## src/rtl/regfile_pkg.sv

```systemverilog
// Shared constants for the scoreboarded register file.
package regfile_pkg;

    localparam int unsigned DATA_W_DEF = 32;
    localparam int unsigned ADDR_W_DEF = 5;

    // Hard-wired zero register; reads as 0, ignores writes, never busy.
    localparam int unsigned REG_ZERO = 0;

endpackage

```

## src/rtl/regfile_scoreboard.sv

```systemverilog
// Busy-bit scoreboard: tracks registers with an outstanding load, accepts
// reserves, and flags writeback hazards with a sticky error.
module regfile_scoreboard
    import regfile_pkg::*;
#(
    parameter int unsigned ADDR_W = ADDR_W_DEF,
    parameter int unsigned BYPASS = 1
) (
    input  logic              clk,
    input  logic              reset_n,
    input  logic [ADDR_W-1:0] raddr1,
    input  logic [ADDR_W-1:0] raddr2,
    input  logic              we0,
    input  logic [ADDR_W-1:0] waddr0,
    input  logic              we1,
    input  logic [ADDR_W-1:0] waddr1,
    input  logic              rsv,
    input  logic [ADDR_W-1:0] rsv_addr,
    output logic              rbusy1,
    output logic              rbusy2,
    output logic              rsv_ok,
    output logic              err
);

    localparam int unsigned       DEPTH  = 1 << ADDR_W;
    localparam logic [ADDR_W-1:0] ZERO_A = ADDR_W'(REG_ZERO);

    logic [DEPTH-1:0] busy;
    logic [DEPTH-1:0] busy_nxt;
    logic             err_nxt;
    logic             wr0_en;
    logic             wr1_en;
    logic             set_en;
    logic             waw_hit;
    logic             stray_hit;

    assign wr0_en = we0 && (waddr0 != ZERO_A);
    assign wr1_en = we1 && (waddr1 != ZERO_A);

    // Reserve is accepted unless the target is busy and not being released now.
    always_comb begin
        rsv_ok = 1'b0;
        if (rsv) begin
            rsv_ok = (rsv_addr == ZERO_A) || !busy[rsv_addr] ||
                     (wr1_en && (waddr1 == rsv_addr));
        end
    end

    assign set_en = rsv_ok && (rsv_addr != ZERO_A);

    // Load writeback clears first so a same-cycle reserve leaves the bit set.
    always_comb begin
        busy_nxt = busy;
        if (wr1_en) begin
            busy_nxt[waddr1] = 1'b0;
        end
        if (set_en) begin
            busy_nxt[rsv_addr] = 1'b1;
        end
        busy_nxt[0] = 1'b0;
    end

    // WAW: ALU write into a pending load target; stray: load write with no reservation.
    always_comb begin
        waw_hit   = wr0_en && busy[waddr0];
        stray_hit = wr1_en && !busy[waddr1];
        err_nxt   = err || waw_hit || stray_hit;
    end

    // Busy read-out, hidden when the releasing write is forwarded this cycle.
    always_comb begin
        rbusy1 = busy[raddr1];
        rbusy2 = busy[raddr2];
        if (BYPASS != 0) begin
            if (wr1_en && (waddr1 == raddr1)) begin
                rbusy1 = 1'b0;
            end
            if (wr1_en && (waddr1 == raddr2)) begin
                rbusy2 = 1'b0;
            end
        end
    end

    // Scoreboard state.
    always_ff @(posedge clk or negedge reset_n) begin
        if (!reset_n) begin
            busy <= '0;
            err  <= 1'b0;
        end else begin
            busy <= busy_nxt;
            err  <= err_nxt;
        end
    end

endmodule

```

## src/rtl/regfile_scb.sv

```systemverilog
// Two-read, two-write register file with load-busy scoreboard and optional
// same-cycle write-to-read forwarding.
module regfile_scb
    import regfile_pkg::*;
#(
    parameter int unsigned DATA_W = DATA_W_DEF,
    parameter int unsigned ADDR_W = ADDR_W_DEF,
    parameter int unsigned BYPASS = 1
) (
    input  logic              clk,
    input  logic              reset_n,
    input  logic [ADDR_W-1:0] i_raddr1,
    input  logic [ADDR_W-1:0] i_raddr2,
    output logic [DATA_W-1:0] o_rdata1,
    output logic [DATA_W-1:0] o_rdata2,
    output logic              o_rbusy1,
    output logic              o_rbusy2,
    input  logic              i_we0,
    input  logic [ADDR_W-1:0] i_waddr0,
    input  logic [DATA_W-1:0] i_wdata0,
    input  logic              i_we1,
    input  logic [ADDR_W-1:0] i_waddr1,
    input  logic [DATA_W-1:0] i_wdata1,
    input  logic              i_rsv,
    input  logic [ADDR_W-1:0] i_rsv_addr,
    output logic              o_rsv_ok,
    output logic              o_err
);

    localparam int unsigned       DEPTH  = 1 << ADDR_W;
    localparam logic [ADDR_W-1:0] ZERO_A = ADDR_W'(REG_ZERO);

    logic [DATA_W-1:0] regs [DEPTH];
    logic              wr0_en;
    logic              wr1_en;

    assign wr0_en = i_we0 && (i_waddr0 != ZERO_A);
    assign wr1_en = i_we1 && (i_waddr1 != ZERO_A);

    // Storage; port 1 is written last so it wins an address collision.
    always_ff @(posedge clk or negedge reset_n) begin
        if (!reset_n) begin
            regs <= '{default: '0};
        end else begin
            if (wr0_en) begin
                regs[i_waddr0] <= i_wdata0;
            end
            if (wr1_en) begin
                regs[i_waddr1] <= i_wdata1;
            end
        end
    end

    // Read port 1 with optional forwarding (port 1 over port 0).
    always_comb begin
        o_rdata1 = regs[i_raddr1];
        if (BYPASS != 0) begin
            if (wr1_en && (i_waddr1 == i_raddr1)) begin
                o_rdata1 = i_wdata1;
            end else if (wr0_en && (i_waddr0 == i_raddr1)) begin
                o_rdata1 = i_wdata0;
            end
        end
        if (!reset_n || (i_raddr1 == ZERO_A)) begin
            o_rdata1 = '0;
        end
    end

    // Read port 2 with optional forwarding (port 1 over port 0).
    always_comb begin
        o_rdata2 = regs[i_raddr2];
        if (BYPASS != 0) begin
            if (wr1_en && (i_waddr1 == i_raddr2)) begin
                o_rdata2 = i_wdata1;
            end else if (wr0_en && (i_waddr0 == i_raddr2)) begin
                o_rdata2 = i_wdata0;
            end
        end
        if (!reset_n || (i_raddr2 == ZERO_A)) begin
            o_rdata2 = '0;
        end
    end

    regfile_scoreboard #(
        .ADDR_W (ADDR_W),
        .BYPASS (BYPASS)
    ) u_scoreboard (
        .clk      (clk),
        .reset_n  (reset_n),
        .raddr1   (i_raddr1),
        .raddr2   (i_raddr2),
        .we0      (i_we0),
        .waddr0   (i_waddr0),
        .we1      (i_we1),
        .waddr1   (i_waddr1),
        .rsv      (i_rsv),
        .rsv_addr (i_rsv_addr),
        .rbusy1   (o_rbusy1),
        .rbusy2   (o_rbusy2),
        .rsv_ok   (o_rsv_ok),
        .err      (o_err)
    );

endmodule

```

## config.mk

```make
export PLATFORM = sky130hd
export DESIGN_NAME = regfile_scb
export DESIGN_NICKNAME = d
export VERILOG_FILES = /design/src/rtl/regfile_pkg.sv /design/src/rtl/regfile_scoreboard.sv /design/src/rtl/regfile_scb.sv
export SDC_FILE = /design/constraint.sdc
export NUM_CORES = 2
export LEC_CHECK = 0
export CORE_MARGIN = 2
export CORE_UTILIZATION = 25
export CTS_CLUSTER_DIAMETER = 60
export DETAILED_ROUTE_END_ITERATION = 10
export HOLD_SLACK_MARGIN = 0.12
export PLACE_DENSITY = 0.48
export SKIP_CTS_REPAIR_TIMING = 1
export SLEW_MARGIN = 10
export SYNTH_ARGS = -nofsm -noshare
export SYNTH_HDL_FRONTEND = slang
export SYNTH_HIERARCHICAL = 1
export SYNTH_SLANG_ARGS = --single-unit
```

## constraint.sdc

```tcl
create_clock -name clk -period 4.26 [get_ports clk]
set_clock_uncertainty 0.1 [all_clocks]
set_input_delay 1.065 -clock clk [delete_from_list [all_inputs] [get_ports clk]]
set_output_delay 1.065 -clock clk [all_outputs]
set_load 0.02 [all_outputs]
```

==> results.json <==
{
  "violations": "negative setup slack",
  "clkTransAtPathRegs_ps": 60,
  "yosysTopAreaCell": "dfrtp_1",
  "cp.arrival_ps": 3390,
  "critPathKind": "in -> out",
  "post_dp_cell_area_um2": 79200,
  "crit_path_cell_trace": "buf_16, buf_4, buf_6, buf_4, nand4bb_4, buf_12, buf_4, o22ai_1, nor2_1, nand3_1, nor3_4, o21ai_4, buf_12, buf_12",
  "required_ps": 3090,
  "rows": 192,
  "power_leakage_nw": 38.1,
  "synth.top_cell.area_share_pct": 38.5,
  "syn_avg_cell_area_um2": 9.44,
  "fmax_mhz": 220,
  "port_buffers": 161,
  "grt_pass1_vias": 59200,
  "track_usage_pct": 23.6,
  "clockRootBuffer": "clkbuf_16",
  "grt_start_max_net_pins": 158,
  "rsz0062_at_grt": "true",
  "clk-insertion-delay-late_ps": 820,
  "core_area_um2": 273000,
  "finalSetupViolations": 64,
  "period_minus_slack_ps": 4550,
  "grt_remaining_overflow": 0,
  "synthTopCellsByArea": "dfrtp_1 39%, mux2i_1 25%, a21oi_1 5.8%, mux4_2 5.3%, nor2_1 4.5%",
  "synth-edff-count": 0,
  "cts.path.max_buffers": 3,
  "wirelength_um": 348000,
  "place.gp.congestion": 0.942,
  "ys_seq_elements": 1056,
  "area_growth_pct": 29.3,
  "die_h_um": 528,
  "cts_tree": "built",
  "mappedNetlistArea_um2": 68600,
  "hp-class": "in -> async",
  "antenna_found_initial": 26,
  "final_util_pct": 32.5,
  "cap_violations": 0,
  "max_slew_margin_pct": 26.9,
  "crit_path_max_fanout": 11,
  "worst_slack_ps": -294,
  "drive_above_1_share_pct": 23.6,
  "worst_pin_slew_ps": 1100,
  "fin_area_um2": 88700,
  "power_density_nw_per_um2": 438,
  "start_kind": "primary input",
  "ant_nets": 0,
  "crit_buf_inv": 8,
  "synthArstFlopShare_pct": 100,
  "yosysUniqueCellTypes": 72,
  "drv_slew": 0,
  "ios": 162,
  "multi_input_area_um2": 40900,
  "min_period_over_period_pct": 107,
  "hold_violations": 0,
  "drt_iter0_drc": 7748,
  "ir_drop_mv": 0.454,
  "fin_nets": 7679,
  "regArea_um2": 26400,
  "yosysSeqAreaShare_pct": 38.5,
  "filler_cell_count": 27700,
  "drc": 0,
  "num_vias": 62500,
  "dr.pass1.iters": 6,
  "initial_utilization_pct": 25.1,
  "vias_per_cell": 5.55,
  "yosys_warnings": 6,
  "die_area_um2": 279000,
  "clock-sinks": 1056,
  "wl_per_cell_um": 30.9,
  "synth_ff_type": "dfrtp_1",
  "place_inst": 10900,
  "synthCells": 7266,
  "crit_path_end_kind": "output port",
  "max_stage_delay_ps": 240,
  "status": "finished, violations left",
  "cpMaxStageDelayCell": "nor2_1",
  "grt_pass1_wl_um": 471000,
  "fin_setup_tns_ps": -11290,
  "crit_family": "buffers and inverters",
  "htree_levels": 4,
  "hpwl_um": 227000,
  "die_x_um": 528,
  "stdcell_count": 11300,
  "cts_buffers": 143,
  "syn_nets": 7360
}
==> area by class of cell <==
cell class | count | area share [%]
Timing Repair Buffer | 1051 | 13.4
Clock buffer | 190 | 4.48
Inverter | 9 | 0.0381
Clock inverter | 53 | 1.07
Antenna cell | 4 | 0.0113
Tap cell | 3589 | 5.06
Sequential cell | 1056 | 29.8
Multi-Input combinational cell | 5324 | 46.1
==> worst paths after layout <==
path,startpoint,to,cells after the start,slack [ps]
max,i_raddr1[0],o_rdata1[9],14,-290
min,reset_n,regs[710]$_DFF_PN0_,2,150
max reg2reg,u_scoreboard/busy[27]$_DFF_PN0_,u_scoreboard/busy[15]$_DFF_PN0_,5,2220
min reg2reg,regs[996]$_DFF_PN0_,regs[996]$_DFF_PN0_,0,300
max in group asynchronous,reset_n,regs[549]$_DFF_PN0_,4,1840
min in group clk,regs[996]$_DFF_PN0_,regs[996]$_DFF_PN0_,0,300
==> cells in the mapped netlist, types with 14 or more instances <==
library cell	n
clkbuf_1	480
mux2_2	62
o21ai_1	49
a21oi_1	790
nand4_1	14
o22ai_1	290
mux4_2	160
o21ai_0	360
a22oi_1	67
buf_2	222
mux2i_1	1713
buf_6	19
nand3_1	61
nor3_1	68
a22o_1	57
nor2_1	820
nand2_1	509
a31oi_1	87
buf_1	111
xor2_1	14
buf_4	31
nor4_1	36
xnor2_1	21
dfrtp_1	1056
nor2b_1	17
==> state kept, by name, indices dropped and copies added (netlist names) <==
register,cells
u_scoreboard/err,1
u_scoreboard/busy,31
regs,1024
==> where the power goes <==
group | switching, mW | internal (mW)
sequential | 2.51 | 12.7
combinational | 5.48 | 5.23
clock | 5.13 | 7.84
total | 13.1 | 25.7
==> metrics by stage <==
step	setup slack, ps	power (mW)	hold WS, ps
final	-294	38.9	152
after global routing	-309	40.4	133
after global placement	-1650	24.7	280
after detailed placement	-1520	25.0	286
after CTS	-1530	37.9	116
after floorplan	282	20.7	341
==> cell families (layout without fill, tap and decap cells) <==
group,after synthesis,count (layout),share of synthesized area (%)
AOI/OAI and AO/OA,1736,1736,14.2
muxes,1935,1935,31.3
DFF,1056,1056,38.5
other,0,4,0
and+or+nand+nor,1618,1618,9.92
buffers and inverters,886,1303,5.67
xor gates and xnor gates,35,35,0.447
==> worst register-to-register path: cells and delay by family, from the launching register on <==
family,cells,cell delay (ps)
mux,1,300
simple gates,1,410
compound gates,3,710
flops,1,450
==> cell usage in the layout (no fill, tap or decap), drive strengths merged, types with 13 or more instances in the layout <==
| master | count |
|---|---|
| mux2i | 1713 |
| dfrtp | 1056 |
| buf | 943 |
| nor2 | 827 |
| a21oi | 790 |
| nand2 | 509 |
| o21ai | 419 |
| o22ai | 291 |
| clkbuf | 219 |
| mux4 | 160 |
| a31oi | 87 |
| nor3 | 71 |
| clkdlybuf4s50 | 69 |
| a22oi | 67 |
| mux2 | 62 |
| nand3 | 61 |
| a22o | 57 |
| nor4 | 38 |
| bufinv | 21 |
| xnor2 | 21 |
| inv | 19 |
| nor2b | 17 |
| clkinv | 17 |
| nand4 | 14 |
| xor2 | 14 |
| nand3b | 13 |
| nand2b | 13 |
==> routing by layer <==
layer,up-vias,GRT usage [%],share of wire (%)
met5,-,0,0.034
met4,18,11.5,5.7
met3,871,5.19,9.2
met2,3564,36.6,45
met1,31200,30.8,40
li1,26800,-,-
Note: power is estimated with default switching activity, not from simulation.
